--- src/rtl/bpsk_pkg.sv ---
// Framing constants and receiver state type shared by the BPSK packet serializer and deserializer.
package bpsk_pkg;

  localparam int unsigned PACKET_SIZE = 184;
  localparam int unsigned SYNC_WIDTH  = 16;
  localparam logic [SYNC_WIDTH-1:0] SYNC_WORD = 16'h7E7E;
  localparam int unsigned BIT_CNT_W   = $clog2(PACKET_SIZE + 1);

  typedef enum logic {
    HUNT    = 1'b0,
    COLLECT = 1'b1
  } deser_state_t;

endpackage

--- src/rtl/sync_detector.sv ---
// Serial sync-word hunter: shifts in enabled bits and flags the bit that completes PATTERN.
module sync_detector #(
  parameter int unsigned       WIDTH   = 16,
  parameter logic [WIDTH-1:0]  PATTERN = '0
) (
  input  logic clock,
  input  logic reset_n,
  input  logic clear,
  input  logic enable,
  input  logic bit_in,
  output logic match_c
);

  // The oldest history bit falls out on the matching shift, so WIDTH-1 flops suffice.
  logic [WIDTH-2:0] sr_q;
  logic [WIDTH-2:0] sr_d;
  logic [WIDTH-1:0] shifted_c;

  assign shifted_c = {sr_q, bit_in};
  assign match_c   = enable && (shifted_c == PATTERN);

  // A match empties the history so the next hunt starts from scratch.
  always_comb begin
    sr_d = sr_q;
    if (clear) begin
      sr_d = '0;
    end else if (match_c) begin
      sr_d = '0;
    end else if (enable) begin
      sr_d = shifted_c[WIDTH-2:0];
    end
  end

  always_ff @(posedge clock or negedge reset_n) begin
    if (!reset_n) begin
      sr_q <= '0;
    end else begin
      sr_q <= sr_d;
    end
  end

endmodule

--- src/rtl/packet_deserializer.sv ---
// Receive-side packet framer: hunts for the sync word, collects a payload MSB-first and
// hands it to the consumer through a holding register with a valid/ack handshake.
module packet_deserializer
  import bpsk_pkg::*;
#(
  parameter int unsigned TIMEOUT_CYCLES = 4096
) (
  input  logic                   clock,
  input  logic                   reset_n,
  input  logic                   bit_in,
  input  logic                   bit_valid,
  input  logic                   clear,
  output logic [PACKET_SIZE-1:0] packet_out,
  output logic                   packet_valid,
  input  logic                   packet_ack,
  output logic                   locked,
  output logic [BIT_CNT_W-1:0]   bit_count,
  output logic                   sync_lost,
  output logic                   overrun
);

  localparam int unsigned IDLE_W = $clog2(TIMEOUT_CYCLES);
  localparam logic [IDLE_W-1:0]    IDLE_LAST = IDLE_W'(TIMEOUT_CYCLES - 1);
  localparam logic [BIT_CNT_W-1:0] CNT_LAST  = BIT_CNT_W'(PACKET_SIZE - 1);

  deser_state_t           state_q, state_d;
  logic [PACKET_SIZE-2:0] data_sr_q, data_sr_d;
  logic [BIT_CNT_W-1:0]   bit_count_q, bit_count_d;
  logic [IDLE_W-1:0]      idle_cnt_q, idle_cnt_d;
  logic [PACKET_SIZE-1:0] pkt_q, pkt_d;
  logic                   pkt_valid_q, pkt_valid_d;
  logic                   sync_lost_q, sync_lost_d;
  logic                   overrun_q, overrun_d;

  logic                   sync_en_c;
  logic                   sync_match_c;
  logic [PACKET_SIZE-1:0] new_pkt_c;

  assign sync_en_c = (state_q == HUNT) && bit_valid && !clear;
  assign new_pkt_c = {data_sr_q, bit_in};

  sync_detector #(
    .WIDTH   (SYNC_WIDTH),
    .PATTERN (SYNC_WORD)
  ) u_sync_detector (
    .clock   (clock),
    .reset_n (reset_n),
    .clear   (clear),
    .enable  (sync_en_c),
    .bit_in  (bit_in),
    .match_c (sync_match_c)
  );

  // Next-state: framing FSM, payload shifter, idle timeout and holding-register handshake.
  always_comb begin
    state_d     = state_q;
    data_sr_d   = data_sr_q;
    bit_count_d = bit_count_q;
    idle_cnt_d  = idle_cnt_q;
    pkt_d       = pkt_q;
    pkt_valid_d = pkt_valid_q;
    sync_lost_d = 1'b0;
    overrun_d   = 1'b0;

    if (pkt_valid_q && packet_ack) begin
      pkt_valid_d = 1'b0;
    end

    if (clear) begin
      state_d     = HUNT;
      data_sr_d   = '0;
      bit_count_d = '0;
      idle_cnt_d  = '0;
    end else begin
      case (state_q)
        HUNT: begin
          if (sync_match_c) begin
            state_d     = COLLECT;
            bit_count_d = '0;
            idle_cnt_d  = '0;
          end
        end
        COLLECT: begin
          if (bit_valid) begin
            idle_cnt_d = '0;
            if (bit_count_q == CNT_LAST) begin
              state_d     = HUNT;
              bit_count_d = '0;
              data_sr_d   = '0;
              // A same-cycle ack frees the holding register for the new packet.
              if (!pkt_valid_q || packet_ack) begin
                pkt_d       = new_pkt_c;
                pkt_valid_d = 1'b1;
              end else begin
                overrun_d = 1'b1;
              end
            end else begin
              data_sr_d   = new_pkt_c[PACKET_SIZE-2:0];
              bit_count_d = bit_count_q + BIT_CNT_W'(1);
            end
          end else if (idle_cnt_q == IDLE_LAST) begin
            state_d     = HUNT;
            bit_count_d = '0;
            data_sr_d   = '0;
            idle_cnt_d  = '0;
            sync_lost_d = 1'b1;
          end else begin
            idle_cnt_d = idle_cnt_q + IDLE_W'(1);
          end
        end
        default: begin
          state_d = HUNT;
        end
      endcase
    end
  end

  always_ff @(posedge clock or negedge reset_n) begin
    if (!reset_n) begin
      state_q     <= HUNT;
      data_sr_q   <= '0;
      bit_count_q <= '0;
      idle_cnt_q  <= '0;
      pkt_q       <= '0;
      pkt_valid_q <= 1'b0;
      sync_lost_q <= 1'b0;
      overrun_q   <= 1'b0;
    end else begin
      state_q     <= state_d;
      data_sr_q   <= data_sr_d;
      bit_count_q <= bit_count_d;
      idle_cnt_q  <= idle_cnt_d;
      pkt_q       <= pkt_d;
      pkt_valid_q <= pkt_valid_d;
      sync_lost_q <= sync_lost_d;
      overrun_q   <= overrun_d;
    end
  end

  assign packet_out   = pkt_q;
  assign packet_valid = pkt_valid_q;
  assign locked       = (state_q == COLLECT);
  assign bit_count    = bit_count_q;
  assign sync_lost    = sync_lost_q;
  assign overrun      = overrun_q;

endmodule
--- config.mk ---
export PLATFORM = sky130hd
export DESIGN_NAME = packet_deserializer
export DESIGN_NICKNAME = d
export VERILOG_FILES = /design/src/rtl/bpsk_pkg.sv /design/src/rtl/sync_detector.sv /design/src/rtl/packet_deserializer.sv
export SDC_FILE = /design/constraint.sdc
export NUM_CORES = 1
export LEC_CHECK = 0
export CORE_MARGIN = 5
export CORE_UTILIZATION = 56
export CTS_CLUSTER_SIZE = 16
export DETAILED_ROUTE_END_ITERATION = 10
export HOLD_SLACK_MARGIN = 0.15
export PLACE_DENSITY_LB_ADDON = 0.05
export SYNTH_ARGS = -nofsm -noshare
export SYNTH_HDL_FRONTEND = slang
export SYNTH_HIERARCHICAL = 1
export SYNTH_SLANG_ARGS = --single-unit
export TNS_END_PERCENT = 30
--- constraint.sdc ---
create_clock -name clock -period 2.5 [get_ports clock]
set_input_delay 0.75 -clock clock [delete_from_list [all_inputs] [get_ports clock]]
set_output_delay 0.75 -clock clock [all_outputs]
set_load 0.03 [all_outputs]
==> results.yml, run 1 <==
clock_network:
  cts_tree: "built"
  root_buffer: "clkbuf_16"
  htreeDepth: 2
  cts_buffer_depth: 3
  clk_latency_ps: 530
  clk_pin_slew_ps: 60
  cts_buffers: 43
  clkSinkCount: 406
timing:
  rsz0062_at_grt: "no"
  fin_worst_skew_ps: 15.4
  clock.fmax_ghz: 0.411
  final_hold_viol_count: 0
  finalCriticalPeriod_ps: 2430
  worst_pin_slew_ps: 777
  fin_crit_sh_pct: 97.4
  relSlewSlack_pct: 48.0
  setup_viol: 0
  slew_viol_final: 0
drt:
  drc: 0
  wirelength_um: 36300
  wire_per_inst_um: 17.9
  final_antenna_net_count: 0
  vias_per_cell: 5.41
  dr_total_vias: 10965
  drtIter0Drc: 635
  first_pass_iters: 5
global_routing:
  grt_pass1_vias: 11478
  antenna_found_initial: 0
  grt_usage_pct: 20.9
  grt_max_degree: 72
  grt_overflow: 0
  grt_pass1_wl_um: 61700
layout:
  diodes: 0
  n_fill_cell: 2195
  finalNonFillerCells: 2026
  drive_gt1_share_pct: 19.1
  final_util_pct: 70.9
  nets: 1606
  final_area_sq_um: 21800
  area_growth_pct: 24.8
setup_path:
  endpoint_kind: "output port"
  path_cells: "clkdlybuf4s50_1"
  startpoint_type: "register"
  path_buf_inv: 1
  worstPathArrival_ps: 1680
  cpPeakStageDelay_ps: 720
  cp_slowest_cell: "clkdlybuf4s50_1"
  path_max_fanout: 6
  cp_top_family: "buffers and inverters"
  critPathKind: "reg2out"
  required_ps: 1750
synthesis:
  syn_area_sq_um: 17500
  ys_warn_count: 6
  syn-num-nets: 1376
  ys_seq_area_share_pct: 58.1
  synth.distinct_cells: 50
  yosysTopAreaCellShare_pct: 58.1
  synth_edf_count: 0
  yosysMostFrequentCell: "dfrtp_1"
  synth_area_leader_cell: "dfrtp_1"
  netlist_top_cells_area: "dfrtp_1 58%, mux2i_1 11%, mux2_2 10%"
  netlist_top_cells_count: "406 x dfrtp_1, 196 x nand2_1, 185 x nand2b_1, 184 x mux2i_1, 158 x mux2_2"
  synthArstFlopShare_pct: 100
  syn_avg_cell_area_sq_um: 12.8
  ys_ff_latch: 406
  synthCells: 1368
  ys.flop_type: "dfrtp_1"
die:
  fp.dieArea_sq_um: 34900
  fp.dieW_um: 187
  rows: 64
  core-area_sq_um: 30700
  die_h_um: 187
  start_util_pct: 56.9
  boundaryPins: 202
hold_path:
  hold_class: "in2reg"
power_and_ir_drop:
  power_w: 0.0135
  power_density_nw_per_um2: 619
  vdd.ir_drop.worst_v: 0.000466
  power.leakage_nw: 10.9
placed_design:
  placed_area_sq_um: 20300
  dpl.cell_count: 1948
  place_hpwl_um: 23700
  portBuffers: 201
  gp_congestion: 0.808
run:
  cap_violations: 0
status:
  outcome: "completed"
## cells by family after synthesis
group                      synth area share (%)
AOI/OAI and AO/OA                          2.40
xor gates and xnor gates                  0.200
adders and majority gates                 0.143
buffers and inverters                      3.76
DFF                                        58.1
muxes                                      22.4
and+or+nand+nor                            13.0
## where the power goes
group          internal, W  total, W  switching (W)  leakage (nW)
registers          0.00657   0.00657     0.00000103          5.67
clock network      0.00403   0.00655        0.00253         0.729
logic             0.000122  0.000368       0.000247          4.51
total               0.0107    0.0135        0.00277          10.9
## final cells by class
class,instances,area [sq um],share of cell area [%]
Inverter,3,11.3,0.0516
Tap cell,396,495,2.27
Multi-Input combinational cell,870,6700,30.7
Clock buffer,66,1310,6.02
Clock inverter,11,169,0.774
Timing Repair Buffer,274,2970,13.6
Sequential cell,406,10200,46.6
## what timing repair did
item,in CTS,in global routing
setup endpoints to repair,3,5
endpoints found under the hold margin,25,0
buffers inserted,0,0
hold buffers,1,0
gates resized for setup,3,3
## placed cells by master, fill, tap and decap left out, types with 7 or more instances in the layout
cell type	instances
a22o_1	15
a31oi_1	7
buf_12	32
buf_4	41
clkbuf_1	8
clkbuf_16	43
clkbuf_8	15
clkdlybuf4s50_1	194
dfrtp_1	406
mux2_1	27
mux2_2	158
mux2i_1	184
nand2_1	196
nand2b_1	185
nor2_1	12
o21ai_0	13
## worst paths after layout
check / from / end / slack [ps] / cells after the start
worst min register to register: packet_out[126]$_DFFE_PN0P_ / packet_out[126]$_DFFE_PN0P_ / 480 / 1
min in group asynchronous: reset_n / packet_out[31]$_DFFE_PN0P_ / 740 / 2
max in group asynchronous: reset_n / packet_out[148]$_DFFE_PN0P_ / 1080 / 3
worst max-delay path: bit_count[5]$_DFFE_PN0P_ / bit_count[5] / 70 / 1
worst max register to register: bit_count[6]$_DFFE_PN0P_ / packet_out[16]$_DFFE_PN0P_ / 300 / 6
worst min-delay path: clear / locked$_DFF_PN0_ / 430 / 2
## worst register-to-register path, delay by kind of cell, from the launching register on
family,cells,cell delay [ps]
buffers and inverters,2,410
flip-flops,1,450
multiplexers,1,360
AND/OR/NAND/NOR,3,850
## through the flow
stage / setup TNS [ps] / hold WS, ps / setup WS [ps]
after floorplan: 0 / 454 / 14.9
after global placement: -9400 / 470 / -356
after detailed placement: -12410 / 474 / -393
after CTS: 0 / 418 / 17.5
after global routing: 0 / 438 / 24.0
final: 0 / 434 / 65.2
## flip-flops by register name, indices dropped and copies added, names as in the netlist
name and count:
bit_count 8, data_sr_q 183, idle_cnt_q 12, locked 1, overrun 1, packet_out 184
packet_valid 1, sync_lost 1, u_sync_detector/sr_q 15
## routing by layer
layer  vias to the layer above  share of wire (%)  wire (um)  GRT usage [%]
met2                       206                 47      17100           33.1
met4                         0                1.7        631           4.66
li1                       5125                  -          -              -
met1                      5590                 47      17000           30.3
met5                         -                  0          0              0
met3                        44                4.2       1540           4.15
(Power assumes the default switching activity.)
==> run 2: changes to the inputs <==
- CORE_UTILIZATION: 56 -> 60
- clock period: 2.5 -> 3.09 ns (I/O delays scaled with it)
==> results.yml, run 2 (synthesized netlist as in run 1, its figures left out) <==
hold_path:
  hold_class: "in2async"
setup_path:
  required_ps: 2160
  path_cells: "clkdlybuf4s50_1"
  cpPeakStageDelay_ps: 760
  cp_top_family: "buffers and inverters"
  critPathKind: "reg2out"
  endpoint_kind: "output port"
  cp_slowest_cell: "clkdlybuf4s50_1"
  startpoint_type: "register"
  worstPathArrival_ps: 1850
  path_max_fanout: 10
  path_buf_inv: 1
timing:
  worst_pin_slew_ps: 1060
  setup_viol: 0
  slew_viol_final: 0
  fin_crit_sh_pct: 89.8
  finalCriticalPeriod_ps: 2780
  relSlewSlack_pct: 28.6
  rsz0062_at_grt: "no"
  holdWs_ps: 412
  final_hold_viol_count: 0
  timing.final.ws_setup_ps: 314
  clock.fmax_ghz: 0.360
  setup_tns_ps: 0
  fin_worst_skew_ps: 10.5
die:
  die_h_um: 181
  fp.dieW_um: 181
  fp.dieArea_sq_um: 32700
  start_util_pct: 60.9
  rows: 62
  boundaryPins: 202
  core-area_sq_um: 28700
layout:
  area_growth_pct: 22.5
  diodes: 0
  nets: 1585
  n_fill_cell: 1934
  drive_gt1_share_pct: 17.9
  final_cell_mix: "406 x dfrtp_1, 199 x clkdlybuf4s50_1, 196 x nand2_1"
  final_common_cell: "dfrtp_1"
  largest_register_ffs: 184
placed_design:
  portBuffers: 201
  place_hpwl_um: 23000
  dp_slack_ps: -102
  gp_congestion: 0.808
clock_network:
  cts_resized: 0
  htreeDepth: 2
  cts_tree: "built"
  clkSinkCount: 406
  clk_latency_ps: 520
  cts_buffer_depth: 3
  cts_hold_repair.buffers: 0
  root_buffer: "clkbuf_16"
  postCtsSetupBuffers: 0
  cts_buffers: 41
  clk_pin_slew_ps: 60
global_routing:
  grt_usage_pct: 22.0
  grt_overflow: 0
  antenna_found_initial: 0
  grt_pass1_vias: 11688
  grt_max_degree: 104
  grt_pass1_wl_um: 60700
status:
  outcome: "completed"
drt:
  vias_per_cell: 5.46
  wire_per_inst_um: 17.9
  wirelength_um: 35700
  drtIter0Drc: 656
  final_antenna_net_count: 0
  dr_total_vias: 10860
  drc: 0
  first_pass_iters: 5
power_and_ir_drop:
  power_w: 0.0106
  vdd.ir_drop.worst_v: 0.000504
  power_density_nw_per_um2: 496
  power.leakage_nw: 10.7
run:
  cap_violations: 0
==> run 2: cell count changes in the layout (fill, tap and decap cells not counted), moves of 2 or more <==
cell	before	now
clkinv_2	3	8
clkdlybuf4s50_1	194	199
buf_12	32	23
clkbuf_8	15	9
buf_4	41	32
clkbuf_16	43	41
dlymetal6s2s_1	2	0
dlygate4sd2_1	3	0
inv_6	3	0
==> run 2: layer usage <==
layer	global-route usage, %	vias to the layer above	wire (um)	part of all wire [%]
li1	-	5067	-	-
met1	30.7	5525	16300	46
met2	36.6	219	17200	48
met3	3.74	49	1580	4.4
met4	5.20	0	583	1.6
met5	0	-	0	0
==> run 2: worst paths after layout <==
check	end	from	cells past startpoint	slack [ps]
hold reg to reg	packet_out[42]$_DFFE_PN0P_	packet_out[42]$_DFFE_PN0P_	1	480
min in group clock	packet_out[42]$_DFFE_PN0P_	packet_out[42]$_DFFE_PN0P_	1	480
hold / removal	packet_out[44]$_DFFE_PN0P_	reset_n	1	410
max in group asynchronous	packet_out[143]$_DFFE_PN0P_	reset_n	2	1880
setup reg to reg	data_sr_q[130]$_DFFE_PN0P_	idle_cnt_q[0]$_DFFE_PN0P_	7	820
setup / recovery	bit_count[2]	bit_count[2]$_DFFE_PN0P_	1	310
==> run 2: area by class of cell <==
cell class | count | area, sq um | share of cell area (%)
well taps | 384 | 480 | 2.24
flip-flops and latches | 406 | 10200 | 47.4
repair buffers | 255 | 2710 | 12.6
inverters | 3 | 11.3 | 0.0525
clock buffers | 59 | 1180 | 5.52
clock inverters | 13 | 190 | 0.887
multi-input cells | 870 | 6700 | 31.2
==> run 2: power breakdown <==
part           switching [W]  leakage (nW)  internal (W)
Sequential       0.000000816          5.67       0.00532
Combinational       0.000197          4.33     0.0000918
Clock                0.00196         0.683       0.00307
==> run 2: through the flow <==
stage / util [%] / std cells / instance area (sq um)
final: 74.7 / 1990 / 21400
after global routing: 74.7 / 1990 / 21400
after CTS: 74.7 / 1990 / 21400
after detailed placement: 69.9 / 1918 / 20100
after global placement: 69.9 / 1918 / 20100
after floorplan: - / 1368 / 17500
